File: config.mk
export PLATFORM = sky130hd
export DESIGN_NAME = regfile_scrub_ctrl_flat
export DESIGN_NICKNAME = d
export VERILOG_FILES = /design/src/rtl/regfile_scrub_ctrl_if.sv /design/src/rtl/regfile_scrub_ctrl.sv /design/src/flat_wrapper.sv
export SDC_FILE = /design/constraint.sdc
export NUM_CORES = 1
export LEC_CHECK = 0
export CAP_MARGIN = 20
export CORE_MARGIN = 2
export CORE_UTILIZATION = 58
export DETAILED_ROUTE_END_ITERATION = 6
export DONT_BUFFER_PORTS = 1
export GPL_TIMING_DRIVEN = 0
export PLACE_DENSITY = 0.76
export SYNTH_ARGS = -nofsm -noshare
export SYNTH_HDL_FRONTEND = slang
export SYNTH_SLANG_ARGS = --single-unit
File: constraint.sdc
create_clock -name clk -period 3.25 [get_ports clk]
set_input_delay 0.8125 -clock clk [delete_from_list [all_inputs] [get_ports clk]]
set_output_delay 0.8125 -clock clk [all_outputs]
set_load 0.01 [all_outputs]
File: src/rtl/regfile_scrub_ctrl_if.sv
// Register-file side bundle of the scrubber: WB write request in, RF write port and scrub read port out.
// Ports: wb_we/wb_addr/wb_data (WB-stage write), rf_we/rf_waddr/rf_wdata (RF write port),
//        rf_saddr/rf_scode (scrub read address and the raw 39-bit codeword returned by the RF).
interface regfile_scrub_ctrl_if;
    logic        wb_we;
    logic [4:0]  wb_addr;
    logic [31:0] wb_data;
    logic        rf_we;
    logic [4:0]  rf_waddr;
    logic [31:0] rf_wdata;
    logic [4:0]  rf_saddr;
    logic [38:0] rf_scode;

    // master: the scrub controller
    modport master (
        input  wb_we, wb_addr, wb_data, rf_scode,
        output rf_we, rf_waddr, rf_wdata, rf_saddr
    );

    // slave: the pipeline WB stage plus register file
    modport slave (
        output wb_we, wb_addr, wb_data, rf_scode,
        input  rf_we, rf_waddr, rf_wdata, rf_saddr
    );
endinterface

File: src/rtl/regfile_scrub_ctrl.sv
// Background SECDED scrubber for x1..x31 plus WB/scrub arbiter on the register file write port.
// Latency: READ->CHECK->WRITE is 3 cycles for a correction, READ->CHECK 2 cycles for a clean/uncorrectable check.
// Backpressure: WB writes always win the write port; a pending scrub write waits in WRITE until wb_we drops.
// Ports: clk, rst (async active-low), scrub_en, err_clr, bus (regfile_scrub_ctrl_if.master),
//        busy, corr_cnt, uncorr_cnt, err_flag, err_addr.
module regfile_scrub_ctrl #(
    parameter int SCRUB_INTERVAL = 256,
    parameter int CNT_W          = 16
) (
    input  logic                        clk,
    input  logic                        rst,
    input  logic                        scrub_en,
    input  logic                        err_clr,
    regfile_scrub_ctrl_if.master        bus,
    output logic                        busy,
    output logic [CNT_W-1:0]            corr_cnt,
    output logic [CNT_W-1:0]            uncorr_cnt,
    output logic                        err_flag,
    output logic [4:0]                  err_addr
);

    localparam int              IW       = (SCRUB_INTERVAL > 1) ? $clog2(SCRUB_INTERVAL) : 1;
    localparam logic [IW-1:0]   INT_LAST = IW'(SCRUB_INTERVAL - 1);
    localparam logic [CNT_W-1:0] CNT_MAX = '1;
    localparam logic [CNT_W-1:0] CNT_ONE = CNT_W'(1);

    typedef enum logic [1:0] {
        S_IDLE,
        S_READ,
        S_CHECK,
        S_WRITE
    } state_t;

    state_t         state_q;
    logic [4:0]     ptr_q;
    logic [IW-1:0]  icnt_q;
    logic [4:0]     saddr_q;
    logic [38:0]    code_q;
    logic           stale_q;

    // Hamming position of data bit idx: the idx-th non-power-of-2 position starting at 3.
    function automatic logic [5:0] data_pos(input int idx);
        logic [5:0] pos;
        int         n;
        pos = 6'd0;
        n   = 0;
        for (int p = 3; p <= 38; p++) begin
            if ((p & (p - 1)) != 0) begin
                if (n == idx) pos = 6'(p);
                n++;
            end
        end
        return pos;
    endfunction

    // Decode of the registered codeword. XOR-ing the positions of all set data bits
    // gives the recomputed check vector directly; folding in the stored checks yields s.
    logic [5:0]  syn;
    logic        par;
    logic [31:0] fix_data;

    always_comb begin
        syn      = code_q[37:32];
        fix_data = code_q[31:0];
        for (int j = 0; j < 32; j++) begin
            if (code_q[j]) syn = syn ^ data_pos(j);
        end
        par = ^code_q;
        // s pointing at a check/parity position (0 or power of 2) matches no data bit,
        // so the data passes through unchanged in that case.
        for (int j = 0; j < 32; j++) begin
            if (par && (syn == data_pos(j))) fix_data[j] = ~code_q[j];
        end
    end

    // A WB write to the register under scrub makes the sampled codeword obsolete.
    logic       collide;
    logic [4:0] ptr_adv;
    logic       go_idle;

    assign collide = bus.wb_we && (bus.wb_addr == ptr_q);
    assign ptr_adv = (ptr_q == 5'd31) ? 5'd1 : ptr_q + 5'd1;

    always_comb begin
        go_idle = 1'b0;
        case (state_q)
            S_CHECK: go_idle = stale_q || collide || !par;
            S_WRITE: go_idle = !bus.wb_we || collide;
            default: go_idle = 1'b0;
        endcase
    end

    // Write port mux: WB first, then the scrub write-back.
    always_comb begin
        bus.rf_we    = 1'b0;
        bus.rf_waddr = 5'd0;
        bus.rf_wdata = 32'd0;
        if (bus.wb_we) begin
            bus.rf_we    = 1'b1;
            bus.rf_waddr = bus.wb_addr;
            bus.rf_wdata = bus.wb_data;
        end else if (state_q == S_WRITE) begin
            bus.rf_we    = 1'b1;
            bus.rf_waddr = ptr_q;
            bus.rf_wdata = fix_data;
        end
    end

    assign bus.rf_saddr = saddr_q;

    always_ff @(posedge clk or negedge rst) begin
        if (!rst) begin
            state_q    <= S_IDLE;
            busy       <= 1'b0;
            ptr_q      <= 5'd1;
            icnt_q     <= '0;
            saddr_q    <= 5'd0;
            code_q     <= '0;
            stale_q    <= 1'b0;
            corr_cnt   <= '0;
            uncorr_cnt <= '0;
            err_flag   <= 1'b0;
            err_addr   <= 5'd0;
        end else begin
            case (state_q)
                S_IDLE: begin
                    if (scrub_en) begin
                        if (icnt_q == INT_LAST) begin
                            icnt_q  <= '0;
                            saddr_q <= ptr_q;
                            state_q <= S_READ;
                            busy    <= 1'b1;
                        end else begin
                            icnt_q <= icnt_q + IW'(1);
                        end
                    end
                end
                S_READ: begin
                    code_q  <= bus.rf_scode;
                    stale_q <= collide;
                    state_q <= S_CHECK;
                end
                S_CHECK: begin
                    if (!(stale_q || collide)) begin
                        if (par) begin
                            if (corr_cnt != CNT_MAX) corr_cnt <= corr_cnt + CNT_ONE;
                            state_q <= S_WRITE;
                        end else if (syn != 6'd0) begin
                            if (uncorr_cnt != CNT_MAX) uncorr_cnt <= uncorr_cnt + CNT_ONE;
                            if (!err_flag) err_addr <= ptr_q;
                            err_flag <= 1'b1;
                        end
                    end
                end
                S_WRITE: begin
                    // Exit is handled by go_idle; staying here just waits for the port.
                end
                default: state_q <= S_IDLE;
            endcase

            if (go_idle) begin
                state_q <= S_IDLE;
                busy    <= 1'b0;
                ptr_q   <= ptr_adv;
            end

            // Clear overrides any same-cycle increment or flag set.
            if (err_clr) begin
                corr_cnt   <= '0;
                uncorr_cnt <= '0;
                err_flag   <= 1'b0;
                err_addr   <= 5'd0;
            end
        end
    end

endmodule

File: src/flat_wrapper.sv
// flat-port wrapper written by rule: the top's interface ports become plain ports
module regfile_scrub_ctrl_flat 
#(
    parameter int SCRUB_INTERVAL = 256,
    parameter int CNT_W          = 16
)
  (clk, rst, scrub_en, err_clr, busy, corr_cnt, uncorr_cnt, err_flag, err_addr, bus_wb_we, bus_wb_addr, bus_wb_data, bus_rf_scode, bus_rf_we, bus_rf_waddr, bus_rf_wdata, bus_rf_saddr);
  regfile_scrub_ctrl_if bus_i ();
  input  logic clk;
  input  logic rst;
  input  logic scrub_en;
  input  logic err_clr;
  output logic busy;
  output logic [CNT_W-1:0] corr_cnt;
  output logic [CNT_W-1:0] uncorr_cnt;
  output logic err_flag;
  output logic [4:0] err_addr;
  input wire logic [$bits(bus_i.wb_we)-1:0] bus_wb_we;
  input wire logic [$bits(bus_i.wb_addr)-1:0] bus_wb_addr;
  input wire logic [$bits(bus_i.wb_data)-1:0] bus_wb_data;
  input wire logic [$bits(bus_i.rf_scode)-1:0] bus_rf_scode;
  output wire logic [$bits(bus_i.rf_we)-1:0] bus_rf_we;
  output wire logic [$bits(bus_i.rf_waddr)-1:0] bus_rf_waddr;
  output wire logic [$bits(bus_i.rf_wdata)-1:0] bus_rf_wdata;
  output wire logic [$bits(bus_i.rf_saddr)-1:0] bus_rf_saddr;
  assign bus_i.wb_we = bus_wb_we;
  assign bus_i.wb_addr = bus_wb_addr;
  assign bus_i.wb_data = bus_wb_data;
  assign bus_i.rf_scode = bus_rf_scode;
  assign bus_rf_we = bus_i.rf_we;
  assign bus_rf_waddr = bus_i.rf_waddr;
  assign bus_rf_wdata = bus_i.rf_wdata;
  assign bus_rf_saddr = bus_i.rf_saddr;
  regfile_scrub_ctrl #(.SCRUB_INTERVAL(SCRUB_INTERVAL), .CNT_W(CNT_W)) u_core (.clk(clk), .rst(rst), .scrub_en(scrub_en), .err_clr(err_clr), .bus(bus_i), .busy(busy), .corr_cnt(corr_cnt), .uncorr_cnt(uncorr_cnt), .err_flag(err_flag), .err_addr(err_addr));
endmodule
==> impl_results.html, run 1 <==
<table>
<tr><th>Metric</th><th>Value</th></tr>
<tr><th colspan="2">Routing</th></tr>
<tr><td>First-pass iteration count of the detailed router</td><td>5</td></tr>
<tr><td>Antenna viol nets, final</td><td>0</td></tr>
<tr><td>Routed WL per cell</td><td>21.0 microns</td></tr>
<tr><td>Via count</td><td>4943</td></tr>
<tr><td>Via count normalized by instance count</td><td>6.14</td></tr>
<tr><td>DRC errors left</td><td>0</td></tr>
<tr><td>Sum of routed wire length over all layers</td><td>16.9 mm</td></tr>
<tr><td>Violation count after the first detailed-routing iteration</td><td>324</td></tr>
<tr><th colspan="2">Placement</th></tr>
<tr><td>RePlAce Congestion</td><td>0.933</td></tr>
<tr><td>Count of placed standard cells including taps</td><td>763</td></tr>
<tr><td>Number of buffers inserted by port buffering</td><td>0</td></tr>
<tr><td>DP Wirelength</td><td>11.6 mm</td></tr>
<tr><th colspan="2">STA</th></tr>
<tr><td>Worst clock skew</td><td>0.0133 ns</td></tr>
<tr><td>Final-report hold violation count</td><td>0</td></tr>
<tr><td>Final setup fails</td><td>37</td></tr>
<tr><td>Pin slew with the least headroom to its limit</td><td>0.875 ns</td></tr>
<tr><td>Max Clk Rate</td><td>256 MHz</td></tr>
<tr><td>Final critical-path setup slack</td><td>-0.653 ns</td></tr>
<tr><td>Final Max Tran Viols</td><td>0</td></tr>
<tr><td>Final cycle utilization of the critical path</td><td>120%</td></tr>
<tr><td>Unrepaired setup endpoints after global routing</td><td>true</td></tr>
<tr><td>Total negative slack</td><td>-18.80 ns</td></tr>
<tr><td>Post-layout min period</td><td>3.90 ns</td></tr>
<tr><td>Relative slew margins</td><td>41.7%</td></tr>
<tr><th colspan="2">Critical path</th></tr>
<tr><td>Signal arrival time at the worst endpoint</td><td>3.09 ns</td></tr>
<tr><td>WP data required</td><td>2.44 ns</td></tr>
<tr><td>CP max FO</td><td>8</td></tr>
<tr><td>Crit-path slowest cell</td><td>sky130_fd_sc_hd__xnor3_2</td></tr>
<tr><td>Bufs and invs on worst path</td><td>2</td></tr>
<tr><td>Setup slack on the worst flop-to-flop path</td><td>-0.05 ns</td></tr>
<tr><td>Critical Setup Path Class</td><td>reg2out</td></tr>
<tr><td>Biggest cell delay along the critical path</td><td>0.48 ns</td></tr>
<tr><td>Critical Path Sink Type</td><td>primary output</td></tr>
<tr><td>Top delay family on crit path</td><td>XOR/XNOR gates</td></tr>
<tr><td>Crit path launch type</td><td>flip-flop</td></tr>
<tr><td>Cell-by-cell listing of the critical path</td><td>xnor3_1 &gt; xnor3_2 &gt; xnor3_1 &gt; xnor3_2 &gt; buf_8 &gt; buf_4 &gt; nand3_4 &gt; nor2_2 &gt; xnor2_2 &gt; o21ai_2</td></tr>
<tr><th colspan="2">Global routing</th></tr>
<tr><td>Met1 capacity usage during global routing</td><td>34.1%</td></tr>
<tr><td>All-layer global routing usage</td><td>29.0%</td></tr>
<tr><td>Grt total ovfl</td><td>0</td></tr>
<tr><td>Wire length of the first global-routing pass</td><td>25.7 mm</td></tr>
<tr><td>Pin count of the biggest net entering global routing</td><td>100</td></tr>
<tr><td>Vias in the first global route</td><td>5029</td></tr>
<tr><td>Initial antenna violation count</td><td>2</td></tr>
<tr><td>M3 GR Usage</td><td>9.08%</td></tr>
<tr><td>Highest-utilization routing layer at the global route stage</td><td>met2</td></tr>
<tr><td>Grt met2 use</td><td>49.9%</td></tr>
<tr><th colspan="2">Run status</th></tr>
<tr><td>Run status</td><td>complete, but fails checks</td></tr>
<tr><td>Failing checks</td><td>setup timing</td></tr>
<tr><th colspan="2">Floorplanning</th></tr>
<tr><td>Die Y-Extent</td><td>108 microns</td></tr>
<tr><td>Top-Level Pins</td><td>163</td></tr>
<tr><td># rows</td><td>37</td></tr>
<tr><td>Starting Density</td><td>60.2%</td></tr>
<tr><td>Standard cell core area</td><td>10400 sq um</td></tr>
<tr><td>Overall die area</td><td>11600 sq um</td></tr>
<tr><td>Die width</td><td>108 microns</td></tr>
<tr><th colspan="2">Clocking</th></tr>
<tr><td>CTS tree</td><td>done</td></tr>
<tr><td>Clock sink count</td><td>99</td></tr>
<tr><td>Number of buffers inserted during clock tree synthesis</td><td>9</td></tr>
<tr><td>Worst-skew pair later-pin latency</td><td>0.39 ns</td></tr>
<tr><td>Root buffer cell</td><td>sky130_fd_sc_hd__clkbuf_8</td></tr>
<tr><td>H-tree depth reported by CTS</td><td>3</td></tr>
<tr><td>Post-CTS Hold Buffers</td><td>0</td></tr>
<tr><td>Clock-pin slew on the worst setup and hold paths</td><td>0.09 ns</td></tr>
<tr><td>Buffer levels on the longest clock path</td><td>2</td></tr>
<tr><th colspan="2">Final layout</th></tr>
<tr><td>Commonest cells after routing, fill and taps aside</td><td>sky130_fd_sc_hd__dfrtp_1, sky130_fd_sc_hd__nand2_1, sky130_fd_sc_hd__xnor2_1, sky130_fd_sc_hd__mux2_2, sky130_fd_sc_hd__nor2_1</td></tr>
<tr><td>FILL cells</td><td>757</td></tr>
<tr><td>Growth of design area from synthesis to finish</td><td>17.9%</td></tr>
<tr><td>Final nets</td><td>753</td></tr>
<tr><td>Most frequent standard cell in the layout excluding fill and tap cells</td><td>sky130_fd_sc_hd__dfrtp_1</td></tr>
<tr><td>Layout cell share with drive strength beyond 1</td><td>31.1%</td></tr>
<tr><td>Non-filler instance count after layout</td><td>805</td></tr>
<tr><th colspan="2">Logic synthesis</th></tr>
<tr><td>Main flop type after synthesis</td><td>sky130_fd_sc_hd__dfrtp_1</td></tr>
<tr><td>Distinct cell type count after synthesis</td><td>49</td></tr>
<tr><td>Cell area after synthesis</td><td>6240 sq um</td></tr>
<tr><td>Number of enable flip-flop cells after synthesis</td><td>0</td></tr>
<tr><td>Post-synthesis register bit count</td><td>99</td></tr>
<tr><td>Synth async-reset ratio</td><td>100%</td></tr>
<tr><td>Sequential cell area fraction in the yosys report</td><td>39.7%</td></tr>
<tr><td>Post-Syn Instances</td><td>627</td></tr>
<tr><td>Net count of the mapped netlist</td><td>717</td></tr>
<tr><td>Average size of a mapped cell</td><td>9.96 sq um</td></tr>
<tr><td>Yosys synthesis warning count</td><td>0</td></tr>
<tr><th colspan="2">Worst hold path</th></tr>
<tr><td>Min-Delay Path Class</td><td>in2async</td></tr>
<tr><th colspan="2">Flow run</th></tr>
<tr><td>Number of violations of the max-capacitance limit</td><td>0</td></tr>
</table>
==> flip-flops by register name (all words and copies together) (netlist names) <==
name                 count
u_core.corr_cnt         16
u_core.busy              1
u_core.icnt_q            8
u_core.bus.rf_saddr      5
u_core.uncorr_cnt       16
u_core.code_q           39
u_core.state_q           2
u_core.stale_q           1
u_core.err_flag          1
u_core.err_addr          5
u_core.ptr_q             5
==> path summary, 6_finish.rpt <==
path | startpoint | to | cells past startpoint
max reg2reg | u_core.code_q[2]$_DFFE_PN0N_ | u_core.uncorr_cnt[4]$_DFFE_PN0P_ | 12
max | u_core.code_q[30]$_DFFE_PN0N_ | bus_rf_wdata[4] | 10
min in group clk | u_core.icnt_q[2]$_DFFE_PN0P_ | u_core.icnt_q[2]$_DFFE_PN0P_ | 1
min | rst | u_core.uncorr_cnt[7]$_DFFE_PN0P_ | 0
max in group asynchronous | rst | u_core.ptr_q[0]$_DFFE_PN1P_ | 0
min reg2reg | u_core.icnt_q[2]$_DFFE_PN0P_ | u_core.icnt_q[2]$_DFFE_PN0P_ | 1
==> cell type report <==
cell class / count / area (sq um) / area share, %
multi-input combinational: 486 / 4120 / 56.0
sequential: 99 / 2490 / 33.9
timing repair buffer: 26 / 195 / 2.65
tap: 136 / 170 / 2.31
buffer: 32 / 164 / 2.23
clock buffer: 12 / 145 / 1.97
inverter: 9 / 33.8 / 0.459
clock inverter: 4 / 32.5 / 0.442
antenna: 1 / 2.50 / 0.0340
==> cells in the mapped netlist (3+ instances only) <==
master,count,area share [%]
sky130_fd_sc_hd__nand2b_1,6,0.60
sky130_fd_sc_hd__o21ai_0,53,4.2
sky130_fd_sc_hd__xor3_1,3,1.1
sky130_fd_sc_hd__dfrtp_1,98,39
sky130_fd_sc_hd__nor2_1,47,2.8
sky130_fd_sc_hd__nor4_1,4,0.40
sky130_fd_sc_hd__nand3_1,24,1.9
sky130_fd_sc_hd__ha_1,9,1.8
sky130_fd_sc_hd__o21ai_1,5,0.40
sky130_fd_sc_hd__mux2i_1,7,1.1
sky130_fd_sc_hd__mux2_2,46,8.3
sky130_fd_sc_hd__clkbuf_1,25,1.5
sky130_fd_sc_hd__nor2b_1,7,0.70
sky130_fd_sc_hd__and2_1,4,0.40
sky130_fd_sc_hd__nand4_1,9,0.90
sky130_fd_sc_hd__xor2_1,22,3.1
sky130_fd_sc_hd__nor3_1,22,1.8
sky130_fd_sc_hd__xnor3_1,17,6.1
sky130_fd_sc_hd__nand2_1,60,3.6
sky130_fd_sc_hd__a21oi_1,19,1.5
sky130_fd_sc_hd__or3_1,15,1.5
sky130_fd_sc_hd__inv_1,9,0.54
sky130_fd_sc_hd__and3_1,9,0.90
sky130_fd_sc_hd__xnor2_1,68,9.5
sky130_fd_sc_hd__buf_1,5,0.30
==> logic make-up (layout without fill, tap and decap cells) <==
kind of cell,Yosys count,count (layout),share of synthesized area [%]
flip-flops,99,99,39.7
multiplexers,55,55,9.78
adder cells (fa/ha/maj),9,9,1.80
AO/OA/AOI/OAI,91,91,8.30
other,0,1,0
AND/OR/NAND/NOR,217,218,16.8
XOR/XNOR,113,113,20.8
buffers and inverters,43,83,2.87
==> per-layer routing <==
layer | up-vias | share of wire, %
met4 | 2 | 2.6
met5 | - | 0.077
li1 | 2250 | -
met1 | 2407 | 37
met2 | 249 | 51
met3 | 35 | 8.7
==> per-stage QoR <==
step	cell area (sq um)	setup WS (ns)	hold slack, ns	util [%]
floorplan	6340	-0.0498	0.437	-
global placement	6510	-0.440	0.459	62.8
detailed placement	6510	-0.426	0.460	62.8
CTS	7070	-0.586	0.0957	68.2
global route	7360	-0.725	0.0846	70.9
finish	7360	-0.653	0.118	71.0
==> repair_timing <==
item / in CTS / in global routing
pin swaps: 25 / 17
gates resized for setup: 70 / 46
setup endpoints to repair: 52 / 64
gates cloned: 0 / 1
setup buffers: 12 / 14
Power of run 1 is not shown: default switching activity piles up to over one toggle a cycle in this logic, so the estimate is an artifact.
==> inputs of run 2 (changes only) <==
Settings changed: CORE_ASPECT_RATIO set to 1.1, GPL_ROUTABILITY_DRIVEN set to 0.
==> run 2 against run 1 <==
- the flow still finishes with violations (setup timing)
- sequential cell count did not move
- routed wire length increased by 3.6%
- first-iteration DRC count shrank 17%
- die area is essentially flat
- via count grew 0.49%
- critical path depth decreased by 1
- worst setup slack gained 0.074 ns
- core utilization increased by 3.4 points
- largest cell class unchanged
==> impl_results.html, run 2 (synthesized netlist as in run 1, its figures left out) <==
<table>
<tr><th>Metric</th><th>Value</th></tr>
<tr><th colspan="2">Floorplanning</th></tr>
<tr><td>Overall die area</td><td>11600 sq um</td></tr>
<tr><td># rows</td><td>39</td></tr>
<tr><td>Die width</td><td>103 microns</td></tr>
<tr><td>Starting Density</td><td>59.8%</td></tr>
<tr><td>Top-Level Pins</td><td>163</td></tr>
<tr><td>Die Y-Extent</td><td>113 microns</td></tr>
<tr><td>Standard cell core area</td><td>10400 sq um</td></tr>
<tr><th colspan="2">Routing</th></tr>
<tr><td>Sum of routed wire length over all layers</td><td>17.5 mm</td></tr>
<tr><td>Via count normalized by instance count</td><td>6.11</td></tr>
<tr><td>Violation count after the first detailed-routing iteration</td><td>269</td></tr>
<tr><td>DRC errors left</td><td>0</td></tr>
<tr><td>Routed WL per cell</td><td>21.6 microns</td></tr>
<tr><td>Antenna viol nets, final</td><td>0</td></tr>
<tr><td>Via count</td><td>4967</td></tr>
<tr><td>First-pass iteration count of the detailed router</td><td>4</td></tr>
<tr><th colspan="2">STA</th></tr>
<tr><td>Final Max Tran Viols</td><td>0</td></tr>
<tr><td>Unrepaired setup endpoints after global routing</td><td>true</td></tr>
<tr><td>Final-report hold violation count</td><td>0</td></tr>
<tr><td>Post-layout min period</td><td>3.83 ns</td></tr>
<tr><td>Worst clock skew</td><td>0.0110 ns</td></tr>
<tr><td>Final critical-path setup slack</td><td>-0.579 ns</td></tr>
<tr><td>Final setup fails</td><td>43</td></tr>
<tr><td>Max Clk Rate</td><td>261 MHz</td></tr>
<tr><td>Pin slew with the least headroom to its limit</td><td>0.844 ns</td></tr>
<tr><td>Final cycle utilization of the critical path</td><td>118%</td></tr>
<tr><td>Worst hold slack across all endpoints</td><td>0.158 ns</td></tr>
<tr><td>Relative slew margins</td><td>43.7%</td></tr>
<tr><th colspan="2">Placement</th></tr>
<tr><td>Count of placed standard cells including taps</td><td>770</td></tr>
<tr><td>DP Wirelength</td><td>11.7 mm</td></tr>
<tr><td>Number of buffers inserted by port buffering</td><td>0</td></tr>
<tr><th colspan="2">Global routing</th></tr>
<tr><td>Initial antenna violation count</td><td>1</td></tr>
<tr><td>Wire length of the first global-routing pass</td><td>24.9 mm</td></tr>
<tr><td>Pin count of the biggest net entering global routing</td><td>100</td></tr>
<tr><td>Grt total ovfl</td><td>0</td></tr>
<tr><td>All-layer global routing usage</td><td>28.2%</td></tr>
<tr><td>Vias in the first global route</td><td>4939</td></tr>
<tr><th colspan="2">Final layout</th></tr>
<tr><td>Final nets</td><td>754</td></tr>
<tr><td>Commonest cells after routing, fill and taps aside</td><td>sky130_fd_sc_hd__dfrtp_1, sky130_fd_sc_hd__nand2_1, sky130_fd_sc_hd__xnor2_1, sky130_fd_sc_hd__mux2_2, sky130_fd_sc_hd__nor2_1</td></tr>
<tr><td>Area taken by multi-input logic gates</td><td>4330 sq um</td></tr>
<tr><td>Largest registers in the final layout</td><td>u_core.code_q x39, u_core.corr_cnt x16, u_core.uncorr_cnt x16</td></tr>
<tr><td>Layout cell share with drive strength beyond 1</td><td>34.7%</td></tr>
<tr><td>Most frequent standard cell in the layout excluding fill and tap cells</td><td>sky130_fd_sc_hd__dfrtp_1</td></tr>
<tr><td>Number of flip-flops in the largest register</td><td>39</td></tr>
<tr><td>Largest reg by FF count</td><td>u_core.code_q</td></tr>
<tr><td>Non-filler instance count after layout</td><td>813</td></tr>
<tr><td>Area occupied by registers</td><td>2490 sq um</td></tr>
<tr><td>Growth of design area from synthesis to finish</td><td>24.3%</td></tr>
<tr><td>FILL cells</td><td>694</td></tr>
<tr><td>Final core area utilization</td><td>74.3%</td></tr>
<tr><th colspan="2">Critical path</th></tr>
<tr><td>Critical Path Sink Type</td><td>primary output</td></tr>
<tr><td>WP data required</td><td>2.44 ns</td></tr>
<tr><td>Critical Setup Path Class</td><td>reg2out</td></tr>
<tr><td>CP max FO</td><td>6</td></tr>
<tr><td>Signal arrival time at the worst endpoint</td><td>3.02 ns</td></tr>
<tr><td>Crit path launch type</td><td>flip-flop</td></tr>
<tr><th colspan="2">Clocking</th></tr>
<tr><td>Clock-pin slew on the worst setup and hold paths</td><td>0.07 ns</td></tr>
<tr><td>CTS tree</td><td>done</td></tr>
<tr><td>Root buffer cell</td><td>sky130_fd_sc_hd__clkbuf_16</td></tr>
<tr><td>Buffer levels on the longest clock path</td><td>2</td></tr>
<tr><td>Worst-skew pair later-pin latency</td><td>0.35 ns</td></tr>
<tr><td>Number of buffers inserted during clock tree synthesis</td><td>9</td></tr>
<tr><td>H-tree depth reported by CTS</td><td>3</td></tr>
<tr><td>Clock sink count</td><td>99</td></tr>
<tr><th colspan="2">Run status</th></tr>
<tr><td>Run status</td><td>complete, but fails checks</td></tr>
<tr><td>Failing checks</td><td>setup timing</td></tr>
<tr><th colspan="2">Worst hold path</th></tr>
<tr><td>Min-Delay Path Class</td><td>in2async</td></tr>
<tr><th colspan="2">Flow run</th></tr>
<tr><td>Number of violations of the max-capacitance limit</td><td>0</td></tr>
</table>
## run 2: what timing repair did
item / CTS / global route
pin swaps: 28 / 35
buffers inserted: 18 / 10
endpoints found under the setup margin: 52 / 55
hold buffers: 0 / 0
resized for setup: 77 / 79
gates cloned: 0 / 2
## run 2: worst paths after layout
path	startpoint	endpoint	slack, ns	depth (start not counted)
worst max-delay path	u_core.code_q[1]$_DFFE_PN0N_	bus_rf_wdata[29]	-0.58	9
worst min-delay path	rst	u_core.code_q[12]$_DFFE_PN0N_	0.16	0
worst max register to register	u_core.code_q[1]$_DFFE_PN0N_	u_core.uncorr_cnt[1]$_DFFE_PN0P_	-0.10	12
worst min register to register	u_core.icnt_q[2]$_DFFE_PN0P_	u_core.icnt_q[2]$_DFFE_PN0P_	0.48	1
max in group asynchronous	rst	u_core.ptr_q[0]$_DFFE_PN1P_	2.87	0
min in group clk	u_core.icnt_q[2]$_DFFE_PN0P_	u_core.icnt_q[2]$_DFFE_PN0P_	0.48	1
## run 2: critical path: stages (launching register included)
cell and delay, ns:
sky130_fd_sc_hd__dfrtp_1 0.36, sky130_fd_sc_hd__xnor3_1 0.47, sky130_fd_sc_hd__buf_4 0.17, sky130_fd_sc_hd__xnor3_1 0.43, sky130_fd_sc_hd__xor3_2 0.32, sky130_fd_sc_hd__or2_1 0.25
sky130_fd_sc_hd__buf_6 0.15, sky130_fd_sc_hd__nor3_4 0.24, sky130_fd_sc_hd__xnor2_2 0.09, sky130_fd_sc_hd__o21ai_2 0.19
## run 2: area by class of cell
cell class,instances,share of cell area (%)
multi-input combinational,486,55.8
antenna,1,0.0322
tap,143,2.31
clock inverter,5,1.06
timing repair buffer,28,2.92
sequential,99,32.1
inverter,9,0.435
buffer,31,2.06
clock buffer,11,3.26
## run 2: stage by stage
stage | setup TNS [ns] | area [sq um] | setup WS [ns]
6_report | -16.51 | 7760 | -0.579
3_5_place_dp | -10.46 | 6520 | -0.419
5_1_grt | -20.11 | 7760 | -0.690
2_1_floorplan | -0.316 | 6340 | -0.0498
3_3_place_gp | -8.95 | 6520 | -0.396
4_1_cts | -13.41 | 7280 | -0.514
## run 2: layer usage
metal  routed length [microns]  global-route usage, %
met1                      6470                   32.5
met2                      9190                   49.5
met3                      1280                   6.11
met4                       575                   12.9
met5                        13                      0
Power of run 2 is left out for the same reason.
